<file path="src/rtl/controle_partida_pkg.sv">
// Shared constants for the game controller: FSM state encodings, shot-clock reload
// values and the helper that resolves simultaneous shot-clock reload requests.
package controle_partida_pkg;

    localparam logic [2:0] ST_IDLE       = 3'd0;
    localparam logic [2:0] ST_RUNNING    = 3'd1;
    localparam logic [2:0] ST_PAUSED     = 3'd2;
    localparam logic [2:0] ST_PERIOD_END = 3'd3;
    localparam logic [2:0] ST_GAME_END   = 3'd4;

    localparam logic [4:0] SHOT_RELOAD_24 = 5'd24;
    localparam logic [4:0] SHOT_RELOAD_14 = 5'd14;

    localparam logic [5:0] SEG_MAX = 6'd59;

    // A basket (or a forced restart) outranks an offensive rebound.
    function automatic logic [4:0] shot_reload(input logic full, input logic rebound);
        if (full)
            return SHOT_RELOAD_24;
        else if (rebound)
            return SHOT_RELOAD_14;
        else
            return SHOT_RELOAD_24;
    endfunction

endpackage

</file>
<file path="src/rtl/relogio_jogo.sv">
// Loadable mm:ss game-clock down-counter. It stops at 00:00 and exposes flags for
// 00:00 and 00:01 so the controller can detect the last second.
module relogio_jogo
    import controle_partida_pkg::*;
#(
    parameter int PERIOD_MIN = 10
) (
    input  logic       clk,
    input  logic       clr,
    input  logic       load,
    input  logic       dec,
    output logic [3:0] minutos,
    output logic [5:0] segundos,
    output logic       zero,
    output logic       last
);

    localparam logic [3:0] MIN_RELOAD = 4'(PERIOD_MIN);

    assign zero = (minutos == 4'd0) && (segundos == 6'd0);
    assign last = (minutos == 4'd0) && (segundos == 6'd1);

    // NOTE: sequential state uses non-blocking (<=) so every register samples pre-edge values.
    always_ff @(posedge clk or posedge clr) begin
        if (clr) begin
            minutos  <= MIN_RELOAD;
            segundos <= 6'd0;
        end else if (load) begin
            minutos  <= MIN_RELOAD;
            segundos <= 6'd0;
        end else if (dec && !zero) begin
            if (segundos == 6'd0) begin
                minutos  <= minutos - 4'd1;
                segundos <= SEG_MAX;
            end else begin
                segundos <= segundos - 6'd1;
            end
        end
    end

endmodule

</file>
<file path="src/rtl/controle_partida.sv">
// Basketball game controller: period FSM, shot-clock reload control and the
// end-of-period buzzer. All outputs are registered.
module controle_partida
    import controle_partida_pkg::*;
#(
    parameter int PERIOD_MIN  = 10,
    parameter int NUM_PERIODS = 4,
    parameter int BUZZ_TICKS  = 3
) (
    input  logic       clk,
    input  logic       clr,
    input  logic       tick_1hz,
    input  logic       start_pause,
    input  logic       score_event,
    input  logic       rebound,
    input  logic       shot_zero,
    output logic [3:0] minutos,
    output logic [5:0] segundos,
    output logic [2:0] periodo,
    output logic       shot_reset,
    output logic       shot_sel14,
    output logic       shot_run,
    output logic       buzzer,
    output logic [2:0] estado
);

    localparam logic [2:0] LAST_PERIOD = 3'(NUM_PERIODS);
    localparam logic [2:0] BUZZ_LAST   = 3'(BUZZ_TICKS - 1);

    logic [2:0] state_nxt;
    logic [2:0] periodo_nxt;
    logic [2:0] buzz_cnt;
    logic [2:0] buzz_cnt_nxt;
    logic       buzzer_nxt;
    logic       clk_load;
    logic       clk_dec;
    logic       clock_zero;
    logic       clock_last;
    logic       shot_pulse;
    logic       force24;
    logic [4:0] shot_value;

    relogio_jogo #(
        .PERIOD_MIN(PERIOD_MIN)
    ) u_relogio (
        .clk      (clk),
        .clr      (clr),
        .load     (clk_load),
        .dec      (clk_dec),
        .minutos  (minutos),
        .segundos (segundos),
        .zero     (clock_zero),
        .last     (clock_last)
    );

    // NOTE: every signal assigned here gets a default first, so no latch can be inferred.
    always_comb begin
        state_nxt    = estado;
        periodo_nxt  = periodo;
        buzz_cnt_nxt = buzz_cnt;
        buzzer_nxt   = buzzer;
        clk_load     = 1'b0;
        clk_dec      = 1'b0;
        shot_pulse   = 1'b0;
        force24      = 1'b0;
        shot_value   = SHOT_RELOAD_24;

        case (estado)
            ST_IDLE: begin
                if (start_pause) begin
                    state_nxt  = ST_RUNNING;
                    shot_pulse = 1'b1;
                end
            end

            ST_RUNNING: begin
                clk_dec    = tick_1hz;
                shot_pulse = score_event | rebound;
                shot_value = shot_reload(score_event, rebound);
                // Expiry of the period takes precedence over a pause request.
                if (tick_1hz && (clock_last || clock_zero)) begin
                    state_nxt    = ST_PERIOD_END;
                    buzzer_nxt   = 1'b1;
                    buzz_cnt_nxt = 3'd0;
                end else if (start_pause || shot_zero) begin
                    state_nxt = ST_PAUSED;
                end
            end

            ST_PAUSED: begin
                if (start_pause) begin
                    state_nxt = ST_RUNNING;
                    force24   = shot_zero;
                end
                shot_pulse = score_event | rebound | force24;
                shot_value = shot_reload(score_event | force24, rebound);
            end

            ST_PERIOD_END: begin
                if (tick_1hz) begin
                    if (buzz_cnt == BUZZ_LAST) begin
                        buzzer_nxt   = 1'b0;
                        buzz_cnt_nxt = 3'd0;
                        if (periodo < LAST_PERIOD) begin
                            periodo_nxt = periodo + 3'd1;
                            clk_load    = 1'b1;
                            state_nxt   = ST_IDLE;
                        end else begin
                            state_nxt = ST_GAME_END;
                        end
                    end else begin
                        buzz_cnt_nxt = buzz_cnt + 3'd1;
                    end
                end
            end

            ST_GAME_END: begin
            end

            default: state_nxt = ST_IDLE;
        endcase
    end

    always_ff @(posedge clk or posedge clr) begin
        if (clr) begin
            estado     <= ST_IDLE;
            periodo    <= 3'd1;
            buzz_cnt   <= 3'd0;
            buzzer     <= 1'b0;
            shot_reset <= 1'b0;
            shot_sel14 <= 1'b0;
            shot_run   <= 1'b0;
        end else begin
            estado     <= state_nxt;
            periodo    <= periodo_nxt;
            buzz_cnt   <= buzz_cnt_nxt;
            buzzer     <= buzzer_nxt;
            shot_reset <= shot_pulse;
            shot_sel14 <= shot_pulse && (shot_value == SHOT_RELOAD_14);
            shot_run   <= (state_nxt == ST_RUNNING);
        end
    end

endmodule

</file>
<file path="config.mk">
export PLATFORM = sky130hd
export DESIGN_NAME = controle_partida
export DESIGN_NICKNAME = d
export VERILOG_FILES = /design/src/rtl/controle_partida_pkg.sv /design/src/rtl/relogio_jogo.sv /design/src/rtl/controle_partida.sv
export SDC_FILE = /design/constraint.sdc
export NUM_CORES = 1
export LEC_CHECK = 0
export CORE_MARGIN = 2
export CORE_UTILIZATION = 54
export DETAILED_ROUTE_END_ITERATION = 8
export PLACE_DENSITY = 0.84
export SYNTH_ARGS = -nofsm -noshare
export SYNTH_HDL_FRONTEND = slang
export SYNTH_SLANG_ARGS = --single-unit
</file>
<file path="constraint.sdc">
create_clock -name clk -period 4.3 [get_ports clk]
set_input_delay 0.645 -clock clk [delete_from_list [all_inputs] [get_ports clk]]
set_output_delay 0.645 -clock clk [all_outputs]
set_load 0.05 [all_outputs]
</file>
==> summary.md, run 1 <==
| Metric | Value |
|---|---|
| Status | `completed` |
| Placed cells | `182` |
| Pint | `just over 0.6 mW` |
| Routed via count | `approximately 1100` |
| Post-CTS Setup Bufs | `0` |
| Num CTS Buffers | `3` |
| Worst-case clock skew | `0.0104 ns` |
| Buffers on Ports | `26` |
| Avg WL per Cell | `15.4 um` |
| Later-pin clock latency in the skew report | `0.32 ns` |
| WL final | `around 2.9 mm` |
| Switch Pwr | `~0.66 mW` |
| Critical path's slowest cell | `clkdlybuf4s50_1` |
| Worst EP required | `3.65 ns` |
| Height of the chip | `53.1 um` |
| Final Non-Filler Cells | `roughly 190` |
| I/O Pins | `27` |
| Cts hold-fix bufs | `0` |
| Combinational share of power | `58.6%` |
| Vias in the first global route | `roughly 1100` |
| Worst-path clk slew | `0.12 ns` |
| Area contributors post-synth | `dfrtp_1 (38%), dfstp_2 (6.0%), ha_1 (5.8%), o21ai_0 (4.6%), nand2_1 (3.5%)` |
| Crit path time final | `between 2 and 2.5 ns` |
| Final cycle utilization of the critical path | `~55%` |
| Yosys cell types | `45` |
| Number of nets in the layout | `about 170` |
| CP Data Arrival Time | `approximately 1.7 ns` |
| Tot GR Track Use | `23.7%` |
| Crit path largest cell delay | `0.88 ns` |
| Avg Cell Area, Syn | `between 9 and 10 sq um` |
| Synth top area share | `between 30% and 40%` |
| Number of fill cells | `between 150 and 200` |
| Largest net degree at the start of global routing | `24` |
| Leak Pwr | `between 0.6 and 0.7 nW` |
| CP Cell Sequence | `clkdlybuf4s50_1` |
| GRT met2 Usage | `about two fifths` |
| Gr busiest metal | `met2` |
| Worst-Margin Slew | `approximately 0.86 ns` |
| Max clock buf depth | `2` |
| Hold Vio Cnt, Final | `0` |
| ANT cells | `0` |
| Top delay family on crit path | `buffers and inverters` |
| Initial Util | `between 50% and 60%` |
| DR DRC count | `0` |
| Crit end category | `primary output` |
| Final ANT Viol Nets | `0` |
| Worst hold margin | `between 0.5 and 0.6 ns` |
| Post-synthesis cell count | `131` |
| Slew HR | `42.3%` |
| Maxcap violations | `0` |
| Die area | `around 2800 sq um` |
| Via/cell ratio | `a little under 6` |
| Slew Limit Fails | `0` |
| #FFs+latches synth | `23` |
| Mapped cell area | `approximately 1300 sq um` |
| Ys flop type | `dfrtp_1` |
| Final setup vio count | `0` |
| CP startpoint kind | `flip-flop` |
| Initial antenna violation count | `0` |
| Maximum net fanout on the critical path | `11` |
| Switching part of the total | `between 50 and 60%` |
| Sink Count | `23` |
| Post-synth EDFFs | `0` |
| CP Buf/Inv Count | `1` |
| First-pass GRT wire length | `slightly below 5 mm` |
| Commonest non-fill, non-tap cell in the layout | `clkdlybuf4s50_1` |
| Setup tns final | `0 ns` |
| TritonRoute pass-1 iters | `4` |
| Hold Crit Class | `flip-flop to flip-flop` |
| Pwr Density | `a little under 800 nW/um^2` |
| Crit Path Category | `flip-flop to primary output` |
| Num rows | `17` |
| Dpl hpwl | `~2.2 mm` |
| TritonCTS clock tree | `yes` |
| Share of layout cells above drive strength 1 | `approximately 11%` |
| Met1 usage | `between 20% and 30%` |
| Area growth syn-to-layout | `23.7%` |
| Reg power frac | `approximately a third` |
| Syn Nets | `~140` |
| CTS H-tree lvls | `1` |
| Clock root buffer | `clkbuf_4` |
| Initial DRC Count | `18` |
| Area of the core | `2250 sq um` |
| Most frequent cells in the layout | `clkdlybuf4s50_1 (26), dfrtp_1 (20), nand2_1 (12), o21ai_0 (12), inv_1 (8)` |
| Met3 usage in global routing | `2.54%` |
| Cell taking the most area after synthesis | `dfrtp_1` |
| Yosys warnings | `0` |
| Chip width | `~53 um` |
| Post-synth ARST share | `100%` |
| GRT Residual Overflow | `0` |
| Routability cong. | `roughly 0.8` |
| Peak VDD IR | `between 0.5 and 0.6 mV` |
| PostCTS Resize Cnt | `0` |
| RSZ-0062 raised after global routing | `no` |
| Maximum clock rate | `around 0.42 GHz` |
| Sequential-to-total area share from yosys stat | `between 40% and 50%` |
| Clock share of power | `under 10%` |
[final timing paths]
check,start,end,slack (ns),depth (start not counted)
worst max-delay path,estado[0],estado[0],1.91,1
worst min-delay path,periodo[0],periodo[0],0.51,1
worst max register to register,u_relogio.minutos[0],u_relogio.segundos[3],2.25,6
worst min register to register,periodo[0],periodo[0],0.51,1
max in group asynchronous,clr,shot_run,2.98,2
min in group asynchronous,clr,u_relogio.minutos[2],0.78,2
[area by class of cell]
| class | count | area [sq um] | share of cell area, % |
|---|---|---|---|
| multi-input cells | 97 | 681 | 42.2 |
| repair buffers | 26 | 260 | 16.1 |
| clock buffers | 3 | 22.5 | 1.40 |
| inverters | 8 | 30.0 | 1.86 |
| flip-flops and latches | 23 | 579 | 35.9 |
| well taps | 28 | 35.0 | 2.17 |
| clock inverters | 1 | 5.00 | 0.310 |
[power groups by stage]
stage / clock network [mW] / registers, mW / logic, mW
CTS: 0.105 / 0.423 / 0.748
finish: 0.101 / 0.424 / 0.745
global route: 0.118 / 0.437 / 0.802
global placement: 0 / 0.419 / 0.725
floorplan: 0 / 0.647 / 0.292
detailed placement: 0 / 0.425 / 0.747
[synthesized netlist by cell type, drive strengths merged (3+ instances only)]
| cell type | number |
|---|---|
| a21o | 3 |
| a21oi | 6 |
| and2 | 3 |
| dfrtp | 20 |
| dfstp | 3 |
| ha | 6 |
| inv | 8 |
| nand2 | 12 |
| nand3 | 3 |
| nand4 | 3 |
| nor2 | 5 |
| nor3 | 5 |
| nor3b | 3 |
| o21ai | 12 |
| or3 | 4 |
| xnor2 | 3 |
[flip-flops by register name, indices dropped and copies added (netlist names)]
register and count:
shot_sel14 1, shot_reset 1, u_relogio.segundos 6, buzz_cnt 3
periodo 3, u_relogio.minutos 4, buzzer 1, shot_run 1
estado 3
[metal layers]
| metal | routed length [um] | share of wire (%) | up-vias |
|---|---|---|---|
| met4 | 66 | 2.3 | 0 |
| met2 | 1460 | 51 | 27 |
| met1 | 1240 | 43 | 545 |
| met3 | 96 | 3.3 | 7 |
| met5 | 0 | 0 | - |
| li1 | - | - | 531 |
[metrics by stage]
| stage | setup WS (ns) | cell area, sq um | total power [mW] | util [%] |
|---|---|---|---|---|
| after global routing | 1.85 | 1610 | 1.36 | 71.5 |
| final | 1.91 | 1610 | 1.27 | 71.5 |
| after CTS | 1.91 | 1610 | 1.28 | 71.5 |
| after global placement | 1.99 | 1590 | 1.14 | 70.3 |
| after floorplan | 2.11 | 1300 | 0.939 | - |
| after detailed placement | 1.95 | 1590 | 1.17 | 70.3 |
[cell families (layout without fill, tap and decap cells)]
kind of cell,Yosys count,after routing,share of synthesized area [%]
compound gates,34,34,17.3
xor+xnor,3,3,2.02
fa+ha+maj,6,6,5.76
buf+inv,11,38,3.36
flops,23,23,44.4
mux,1,1,0.768
simple gates,53,53,26.4
Power figures use the tool's default switching activity.
==> inputs of run 2 (changes only) <==
Settings changed: CORE_UTILIZATION 54 to 45, PLACE_DENSITY 0.84 to 0.74.
Clock period 4.3 ns to 1.97 ns, I/O delays scaled along.
==> summary.md, run 2 (synthesized netlist as in run 1, its figures left out) <==
| Metric | Value |
|---|---|
| Num rows | `19 (+2)` |
| Maxcap violations | `0 (unchanged)` |
| Final ANT Viol Nets | `0 (unchanged)` |
| Worst hold margin | `0.229 ns (-0.278 ns)` |
| PostCTS Resize Cnt | `0 (unchanged)` |
| CP Buf/Inv Count | `1 (unchanged)` |
| Reg power frac | `33.0% (-0.4 points)` |
| Combinational share of power | `58.8% (+0.2 points)` |
| Most frequent cells in the layout | `dfrtp_1 (18), clkdlybuf4s50_1 (16), nand2_1 (12), o21ai_0 (12), buf_4 (11)` |
| Worst EP required | `1.67 ns (-1.98 ns)` |
| Leak Pwr | `0.767 nW (+10%)` |
| Switch Pwr | `1.44 mW (+120%)` |
| Initial Util | `47.3% (-11 points)` |
| TritonRoute pass-1 iters | `4 (unchanged)` |
| I/O Pins | `27 (unchanged)` |
| Worst-case clock skew | `0.00322 ns (-0.00718 ns)` |
| Setup tns final | `0 ns (unchanged)` |
| Die area | `3340 sq um (+18%)` |
| Critical path's slowest cell | `clkdlybuf4s50_1` |
| Avg WL per Cell | `14.3 um (-7.3%)` |
| Routability cong. | `0.870 (+10%)` |
| Commonest non-fill, non-tap cell in the layout | `dfrtp_1` |
| Crit Path Category | `flip-flop to primary output` |
| Top delay family on crit path | `buffers and inverters` |
| Maximum clock rate | `0.529 GHz` |
| First-pass GRT wire length | `4.78 mm (-0.87%)` |
| CP startpoint kind | `flip-flop` |
| CTS H-tree lvls | `1 (unchanged)` |
| Status | `completed` |
| Num CTS Buffers | `3 (unchanged)` |
| Largest regs | `u_relogio.segundos: 6 flops, u_relogio.minutos: 4 flops` |
| Pwr Density | `1690 nW/um^2 (+110%)` |
| Worst-path clk slew | `0.14 ns (+0.02 ns)` |
| Height of the chip | `57.8 um (+8.8%)` |
| Later-pin clock latency in the skew report | `0.31 ns (about the same)` |
| Largest register FFs | `6 (unchanged)` |
| Via/cell ratio | `5.64 (-5.5%)` |
| Worst-Margin Slew | `0.500 ns (-0.364 ns)` |
| Maximum net fanout on the critical path | `4 (-7)` |
| Hold Vio Cnt, Final | `0 (unchanged)` |
| Clock root buffer | `clkbuf_4` |
| Crit end category | `primary output` |
| Vias in the first global route | `1023 (-7.5%)` |
| WL final | `2.76 mm (-3.8%)` |
| Initial antenna violation count | `0 (unchanged)` |
| Hold Crit Class | `input pin to asynchronous set/reset pin` |
| Initial DRC Count | `16 (-2)` |
| CP Cell Sequence | `clkdlybuf4s50_1` |
| Peak VDD IR | `1.29 mV (+140%)` |
| Clock share of power | `8.2% (+0.2 points)` |
| Switching part of the total | `51.5% (-0.079 points)` |
| Slew HR | `66.6% (+24 points)` |
| Number of nets in the layout | `176 (+2.3%)` |
| Slew Limit Fails | `0 (unchanged)` |
| RSZ-0062 raised after global routing | `no` |
| Buffers on Ports | `26 (unchanged)` |
| Routed via count | `1089 (-1.9%)` |
| Max clock buf depth | `2 (unchanged)` |
| Chip width | `57.8 um (+8.8%)` |
| Tot GR Track Use | `18.3% (-5.4 points)` |
| Crit path time final | `1.89 ns` |
| TritonCTS clock tree | `yes` |
| Post-CTS Setup Bufs | `0 (unchanged)` |
| Pint | `1.36 mW (+120%)` |
| DR DRC count | `0 (unchanged)` |
| Largest net degree at the start of global routing | `15 (-38%)` |
| GRT Residual Overflow | `0 (unchanged)` |
| Cts hold-fix bufs | `0 (unchanged)` |
| Most flop-heavy register | `u_relogio.segundos` |
| Final cycle utilization of the critical path | `95.9%` |
| Sink Count | `23 (unchanged)` |
| Reg2Reg Launch Point | `u_relogio.minutos[1]` |
| Share of layout cells above drive strength 1 | `19.8% (+9.0 points)` |
| Worst Setup SP | `u_relogio.segundos[5]` |
| Final setup vio count | `0 (unchanged)` |
| Area growth syn-to-layout | `27.4%` |
| CP Data Arrival Time | `1.59 ns (-0.15 ns)` |
| Crit path largest cell delay | `0.83 ns (-0.05 ns)` |
| Dpl hpwl | `2.09 mm (-4.3%)` |
| ANT cells | `0 (unchanged)` |
| Area of the core | `2760 sq um (+22%)` |
==> run 2: cell types whose count changed in the layout (fill, tap and decap cells not counted), sizes merged <==
cell | before | now
buf | 0 | 11
clkdlybuf4s50 | 26 | 16
dlymetal6s2s | 0 | 3
==> run 2: path summary, 6_finish.rpt <==
kind | cells past startpoint | slack (ns) | end
worst max-delay path | 1 | 0.08 | segundos[5]
worst min-delay path | 2 | 0.23 | shot_sel14
worst max register to register | 6 | 0.15 | u_relogio.segundos[5]
worst min register to register | 1 | 0.51 | periodo[0]
max in group asynchronous | 3 | 1.14 | u_relogio.minutos[1]
min in group clk | 1 | 0.51 | periodo[0]
==> run 2: metrics by stage <==
stage	setup WS (ns)	total power [mW]	cell area, sq um	util, %	instances
finish	0.0799	2.80	1660	60.2	193
global route	0.0240	2.99	1660	60.2	193
CTS	0.00594	2.80	1640	59.4	193
detailed placement	0.0137	2.57	1610	58.4	189
global placement	0.0111	2.51	1610	58.4	189
floorplan	-0.0169	2.06	1310	-	131
==> run 2: metal layers <==
layer | track usage, % | vias to the layer above | wire (um)
li1 | - | 542 | -
met2 | 29.9 | 20 | 1340
met3 | 2.23 | 0 | 108
met5 | 0 | - | 0
met1 | 26.1 | 527 | 1310
met4 | 3.99 | 0 | 0
==> run 2: cell type report <==
cell class | instances | area [sq um]
Sequential cell | 23 | 582
Clock inverter | 1 | 5.00
Clock buffer | 3 | 22.5
Fill cell | 255 | 1100
Inverter | 8 | 30.0
Multi-Input combinational cell | 97 | 702
Tap cell | 31 | 38.8
Timing Repair Buffer | 30 | 280
==> run 2: power by group through the flow <==
stage               combinational [mW]  clock [mW]  sequential, mW
floorplan                        0.648           0            1.42
global placement                  1.60           0           0.919
detailed placement                1.63           0           0.935
CTS                               1.64       0.236           0.924
global route                      1.78       0.251           0.968
finish                            1.65       0.229           0.925
